`config.mk`:
```
export PLATFORM = sky130hd
export DESIGN_NAME = arbitro_cruzamento
export DESIGN_NICKNAME = d
export VERILOG_FILES = /design/src/rtl/arbitro_cruzamento.sv
export SDC_FILE = /design/constraint.sdc
export NUM_CORES = 1
export LEC_CHECK = 0
export BUFFER_PORTS_ARGS = -buffer_cell sky130_fd_sc_hd__buf_2
export CAP_MARGIN = 0
export CORE_UTILIZATION = 45
export DETAILED_ROUTE_END_ITERATION = 12
export GPL_ROUTABILITY_DRIVEN = 0
export MAX_ROUTING_LAYER = met4
export SETUP_SLACK_MARGIN = 0.4
export SYNTH_ARGS = -nofsm -noshare
export SYNTH_HDL_FRONTEND = slang
export SYNTH_SLANG_ARGS = --single-unit
```
`constraint.sdc`:
```
create_clock -name clk -period 8.4 [get_ports clk]
set_clock_uncertainty 0.2 [all_clocks]
set_input_delay 1.68 -clock clk [delete_from_list [all_inputs] [get_ports clk]]
set_output_delay 1.68 -clock clk [all_outputs]
set_load 0.01 [all_outputs]
```
`src/rtl/arbitro_cruzamento.sv`:
```
// arbitro_cruzamento: round-robin phase scheduler for an N_VIAS-approach
// intersection. Each served approach runs GREEN -> YELLOW -> ALL-RED, and only
// the granted approach is ever non-red. Requests are latched per approach and
// served in rotating order starting just past the last served approach.
// Optional feature macro: PED_CROSSING_EN adds a ped_bt input and a WALK phase
// (all red, walk lamp on) that takes priority at the exit of ALL-RED.
module arbitro_cruzamento #(
    parameter int         N_VIAS     = 4,
    parameter logic [7:0] T_VERDE    = 8'd4,
    parameter logic [7:0] T_AMARELO  = 8'd2,
    parameter logic [7:0] T_VERMELHO = 8'd2,
    parameter logic [7:0] T_WALK     = 8'd3
) (
    input  logic                  clk,
    input  logic                  rst,
    input  logic [N_VIAS-1:0]     bt,
`ifdef PED_CROSSING_EN
    input  logic                  ped_bt,
`endif
    output logic [3*N_VIAS-1:0]   luz,
    output logic [2:0]            grant,
    output logic                  walk,
    output logic                  busy
);

    localparam logic [2:0] C_GREEN  = 3'b001;
    localparam logic [2:0] C_YELLOW = 3'b010;
    localparam logic [2:0] C_RED    = 3'b100;

    typedef enum logic [1:0] {
        ST_ALLRED = 2'd0,
        ST_GREEN  = 2'd1,
        ST_YELLOW = 2'd2,
        ST_WALK   = 2'd3
    } state_t;

    state_t                state_q;
    logic [7:0]            cnt_q;
    logic [2:0]            ptr_q;
    logic [2:0]            grant_q;
    logic [N_VIAS-1:0]     pend_q;
    logic [N_VIAS-1:0]     pend_d;
    logic [3*N_VIAS-1:0]   luz_q;
    logic                  busy_q;
    logic                  walk_q;

    logic                  ped_req;
    logic                  arb_found;
    logic [2:0]            arb_idx;
    logic [3:0]            arb_try;
    logic [7:0]            pend_wide;
    logic                  go_green;
    logic                  clr_en;
    logic [2:0]            clr_idx;

    // One approach shows the given colour, every other approach shows red.
    function automatic logic [3*N_VIAS-1:0] lights(input logic [2:0] color,
                                                   input logic [2:0] idx);
        logic [3*N_VIAS-1:0] v;
        for (int i = 0; i < N_VIAS; i++) begin
            v[3*i +: 3] = (3'(i) == idx) ? color : C_RED;
        end
        return v;
    endfunction

`ifdef PED_CROSSING_EN
    logic ped_pend_q;
    logic ped_pend_d;

    assign ped_req = ped_pend_q;

    // Pedestrian request is dropped while walking and consumed on WALK entry.
    always_comb begin
        ped_pend_d = ped_pend_q | ped_bt;
        if (state_q == ST_WALK || (state_q == ST_ALLRED && cnt_q == 8'd0 && ped_pend_q)) begin
            ped_pend_d = 1'b0;
        end
    end

    // Pedestrian request latch.
    always_ff @(posedge clk) begin
        if (rst) begin
            ped_pend_q <= 1'b0;
        end else begin
            ped_pend_q <= ped_pend_d;
        end
    end
`else
    assign ped_req = 1'b0;
`endif

    // Round-robin search: the pending approach closest to ptr (going upward) wins.
    // The loop runs from the farthest offset down so the nearest one is kept.
    always_comb begin
        arb_found = 1'b0;
        arb_idx   = ptr_q;
        arb_try   = 4'd0;
        pend_wide = 8'(pend_q);
        for (int k = N_VIAS - 1; k >= 0; k--) begin
            arb_try = {1'b0, ptr_q} + 4'(k);
            if (arb_try >= 4'(N_VIAS)) begin
                arb_try = arb_try - 4'(N_VIAS);
            end
            if (pend_wide[arb_try[2:0]]) begin
                arb_found = 1'b1;
                arb_idx   = arb_try[2:0];
            end
        end
    end

    assign go_green = (state_q == ST_ALLRED) && (cnt_q == 8'd0) && !ped_req && arb_found;

    // Which request bit is being served (and therefore cleared) on this edge.
    always_comb begin
        clr_en  = 1'b0;
        clr_idx = grant_q;
        if (state_q == ST_GREEN) begin
            clr_en = 1'b1;
        end else if (go_green) begin
            clr_en  = 1'b1;
            clr_idx = arb_idx;
        end
    end

    // Per-approach sticky request: set by bt, cleared on entry to / during its GREEN.
    for (genvar gi = 0; gi < N_VIAS; gi++) begin : g_pend
        assign pend_d[gi] = (pend_q[gi] | bt[gi]) & ~(clr_en && (clr_idx == 3'(gi)));
    end

    // Phase sequencer with registered light, grant, busy and walk outputs.
    always_ff @(posedge clk) begin
        if (rst) begin
            state_q <= ST_ALLRED;
            cnt_q   <= T_VERMELHO - 8'd1;
            ptr_q   <= 3'd0;
            grant_q <= 3'd0;
            pend_q  <= '0;
            luz_q   <= lights(C_RED, 3'd0);
            busy_q  <= 1'b0;
            walk_q  <= 1'b0;
        end else begin
            pend_q <= pend_d;
            case (state_q)
                ST_ALLRED: begin
                    if (cnt_q != 8'd0) begin
                        cnt_q <= cnt_q - 8'd1;
                    end else if (ped_req) begin
                        state_q <= ST_WALK;
                        cnt_q   <= T_WALK - 8'd1;
                        walk_q  <= 1'b1;
                        busy_q  <= 1'b1;
                    end else if (arb_found) begin
                        state_q <= ST_GREEN;
                        cnt_q   <= T_VERDE - 8'd1;
                        grant_q <= arb_idx;
                        luz_q   <= lights(C_GREEN, arb_idx);
                        busy_q  <= 1'b1;
                    end
                end
                ST_GREEN: begin
                    if (cnt_q != 8'd0) begin
                        cnt_q <= cnt_q - 8'd1;
                    end else begin
                        state_q <= ST_YELLOW;
                        cnt_q   <= T_AMARELO - 8'd1;
                        luz_q   <= lights(C_YELLOW, grant_q);
                    end
                end
                ST_YELLOW: begin
                    if (cnt_q != 8'd0) begin
                        cnt_q <= cnt_q - 8'd1;
                    end else begin
                        state_q <= ST_ALLRED;
                        cnt_q   <= T_VERMELHO - 8'd1;
                        ptr_q   <= (grant_q == 3'(N_VIAS - 1)) ? 3'd0 : grant_q + 3'd1;
                        luz_q   <= lights(C_RED, 3'd0);
                        busy_q  <= 1'b0;
                    end
                end
                ST_WALK: begin
                    if (cnt_q != 8'd0) begin
                        cnt_q <= cnt_q - 8'd1;
                    end else begin
                        state_q <= ST_ALLRED;
                        cnt_q   <= T_VERMELHO - 8'd1;
                        walk_q  <= 1'b0;
                        busy_q  <= 1'b0;
                    end
                end
                default: begin
                    state_q <= ST_ALLRED;
                    cnt_q   <= T_VERMELHO - 8'd1;
                    luz_q   <= lights(C_RED, 3'd0);
                    busy_q  <= 1'b0;
                    walk_q  <= 1'b0;
                end
            endcase
        end
    end

    assign luz   = luz_q;
    assign grant = grant_q;
    assign busy  = busy_q;
    assign walk  = walk_q;

endmodule

```
==> out/summary.log <==
INFO  timing         layout_worst_path_cycle_share=41.03%
INFO  setup_path     r2r_setup_slack=4.95ns
INFO  cts            cts_repair_resize_count=0
INFO  min_path       min_path_type=register to register
INFO  timing         report.final.slew_viol_count=0
INFO  global_route   grt_pass1_vias=1478
INFO  logic_synthesis netlist.top_cell.by_area=dfxtp_1
INFO  power          power_density=299.2nW/µm²
INFO  place          total_cell_area_at_the_placement_stage=2062µm²
INFO  logic_synthesis synthesis.area_per_instance=8.373µm²
INFO  cts            clkLatencyLatePin=0.29ns
INFO  cells_and_area insertedDiodeCount=0
INFO  cts            clock_tree.root_cell=clkbuf_8
INFO  logic_synthesis synth.most_common_cell=dfxtp_1
INFO  min_path       hold_path_startpoint=luz[7]
INFO  setup_path     crit_type=register to register
INFO  place          dpl.hpwl=3.157mm
INFO  route          wl_per_cell=14.95µm
INFO  timing         final-setup-viol-count=0
INFO  cts            cts.hold.buffers_added=0
INFO  cells_and_area post_layout_utilization_of_the_core=53.31%
INFO  global_route   grt-ovfl-total=0
INFO  logic_synthesis synth_edf_count=0
INFO  setup_path     timing.critical_path.required=8.38ns
INFO  logic_synthesis synthCells=234
INFO  timing         fmax=290.1MHz
INFO  setup_path     worstSetupStartpointType=register
INFO  cells_and_area layout.nets=265
INFO  cts            buffer_count_from_post_cts_setup_fixing=0
INFO  floorplan      num_rows=23
INFO  setup_path     worst_r2r_path_depth=8
INFO  route          finalWirelength=4.455mm
INFO  cts            clock_path_buffers=2
INFO  global_route   grt_start_max_net_pins=35
INFO  floorplan      die_width=67.99µm
INFO  logic_synthesis netlist_area=1959µm²
INFO  logic_synthesis synth_top_area_share=33.72%
INFO  logic_synthesis syn_nets=252
INFO  logic_synthesis synth.area.top_cells=dfxtp_1 (34%), ha_1 (7.7%), a21oi_1 (5.9%), o21ai_0 (3.1%), nand2_1 (3.1%)
INFO  run_status     result_of_the_run=finished, final reports clean
INFO  timing         timing.final.hold_violations=0
INFO  setup_path     timing.rr.start=ptr_q[0]
INFO  route          detailedRoute.firstIterationViolations=87
INFO  timing         maxSlewHeadroom=46.00%
INFO  logic_synthesis seq_area_frac_synth=33.72%
INFO  floorplan      height_of_the_die=67.99µm
INFO  cells_and_area layout-drive-gt1-share=15.32%
INFO  logic_synthesis top_cells_by_count_synth=dfxtp_1 (33), a21oi_1 (23), nand2_1 (16), nor2_1 (16)
INFO  route          dr.pass1.iters=4
INFO  route          dr_total_vias=1742
INFO  min_path       worst_hold_path_ep=luz[7]
INFO  route          vias_per_cell=5.846
INFO  cells_and_area areaGrowthSynthToFinish=11.18%
INFO  timing         tightestPinTransition=0.8038ns
INFO  timing         holdWs=0.2494ns
INFO  logic_synthesis synthFlopType=dfxtp_1
INFO  setup_path     crit_path_max_fanout=16
INFO  power          ir_drop=171.8µV
INFO  logic_synthesis ys_async_sr_fraction=0%
INFO  timing         final_period_minus_worst_setup_slack=3.447ns
INFO  route          remaining_drc_errors=0
INFO  route          ant_nets=0
INFO  cells_and_area final_cell_area=2178µm²
INFO  timing         timing.final.ws_setup=4.953ns
INFO  global_route   track_usage=21.74%
INFO  cts            cts_htree_levels=2
INFO  floorplan      start_util=47.95%
INFO  cts            cts_inserted_buffers=5
INFO  logic_synthesis yosysWarningCount=0
INFO  cts            clock-sinks=33
INFO  setup_path     regToRegEndpoint=luz[6]
INFO  global_route   grt_first_pass_wirelength=7.162mm
INFO  floorplan      fp.coreArea=4086µm²
INFO  setup_path     arr_time_crit_path=3.43ns
INFO  power          power.static_leakage=0.8464nW
INFO  place          port_buffers=21
INFO  cts            tritoncts_clock_tree=yes
INFO  floorplan      boundaryPins=23
INFO  global_route   antenna_violations_before_repair=0
INFO  logic_synthesis synth.ff_latch_count=33
INFO  min_path       hold_path_depth=2
INFO  floorplan      die-area=4622µm²
INFO  setup_path     end_kind=register
INFO  logic_synthesis netlist-cell-type-count=49
INFO  timing         unrepaired_setup_endpoints_after_global_routing=false
INFO  timing         tns_setup=0ns
INFO  flow_run       cap_viol_max_count=0
INFO  place          placement.setup.worst_slack=4.947ns
INFO  cts            path_clk_slew=0.08ns
cells by family (layout without fill, tap and decap cells):
group / after synthesis / after routing / share of synthesized area, %
DFF: 33 / 33 / 33.72
other: 1 / 1 / 0.1914
and+or+nand+nor: 85 / 85 / 23.95
muxes: 7 / 7 / 5.044
AOI/OAI and AO/OA: 65 / 65 / 22.03
adders and majority gates: 12 / 12 / 7.663
xor gates and xnor gates: 4 / 4 / 1.788
buffers and inverters: 27 / 41 / 5.620
worst max-delay path by stage:
| stage | from | to | cells past startpoint |
|---|---|---|---|
| 4_1_cts | ptr_q[0] | luz[6] | 8 |
| 5_1_grt | ptr_q[0] | luz[4] | 8 |
| 3_5_place_dp | ptr_q[0] | luz[6] | 8 |
| 6_report | ptr_q[0] | luz[6] | 8 |
| 3_3_place_gp | ptr_q[0] | luz[1] | 8 |
| 2_1_floorplan | ptr_q[1] | luz[0] | 11 |
placed cells by master (no fill, tap or decap), types with 5 or more instances in the layout:
master,Yosys,final
nand3_1,7,7
ha_1,12,12
nand3b_1,5,5
buf_2,4,21
clkbuf_8,0,6
inv_1,12,12
nand2b_1,6,6
nand2_1,16,16
a211oi_1,5,5
nor3_1,7,7
o21ai_0,12,12
nor2_1,16,16
dfxtp_1,33,33
a21oi_1,23,23
metal layers:
| metal | vias up | wire length (µm) | global-route usage, % |
|---|---|---|---|
| met2 | 49 | 1937 | 30.76 |
| met3 | 10 | 215 | 5.167 |
| met1 | 810 | 2210 | 29.13 |
| li1 | 873 | - | - |
| met4 | 0 | 91 | 9.375 |
| met5 | - | 0 | - |
per-stage QoR:
stage	std cells	power, mW
2_1_floorplan	234	0.4337
3_3_place_gp	290	0.4982
3_5_place_dp	290	0.4998
4_1_cts	298	0.6573
5_1_grt	298	0.7012
6_report	298	0.6517
power breakdown:
group	switching (mW)	internal, mW	total [mW]
logic	0.157	0.111	0.267
registers	0.0334	0.195	0.228
clock network	0.0595	0.0967	0.156
total	0.249	0.402	0.652
worst max-delay path, cell delays in order (launching register included):
cell and delay [ns]:
dfxtp_1 0.68, inv_1 0.18, ha_1 0.48, mux4_2 0.53, o21ai_0 0.10, a21oi_1 0.07, or3_1 0.46, and2_1 0.25
o41ai_1 0.38
final cells by class:
type	count	area, µm²
well taps	50	62.56
multi-input cells	174	1189
repair buffers	21	105.1
clock inverters	1	30.03
clock buffers	7	86.33
fillers	400	1908
flip-flops and latches	33	660.6
inverters	12	45.04
sequential cells by signal, indices dropped and copies added (netlist names):
name	flops
luz	12
cnt_q	8
pend_q	4
grant	3
ptr_q	3
state_q	2
busy	1
Power figures use the tool's default switching activity.
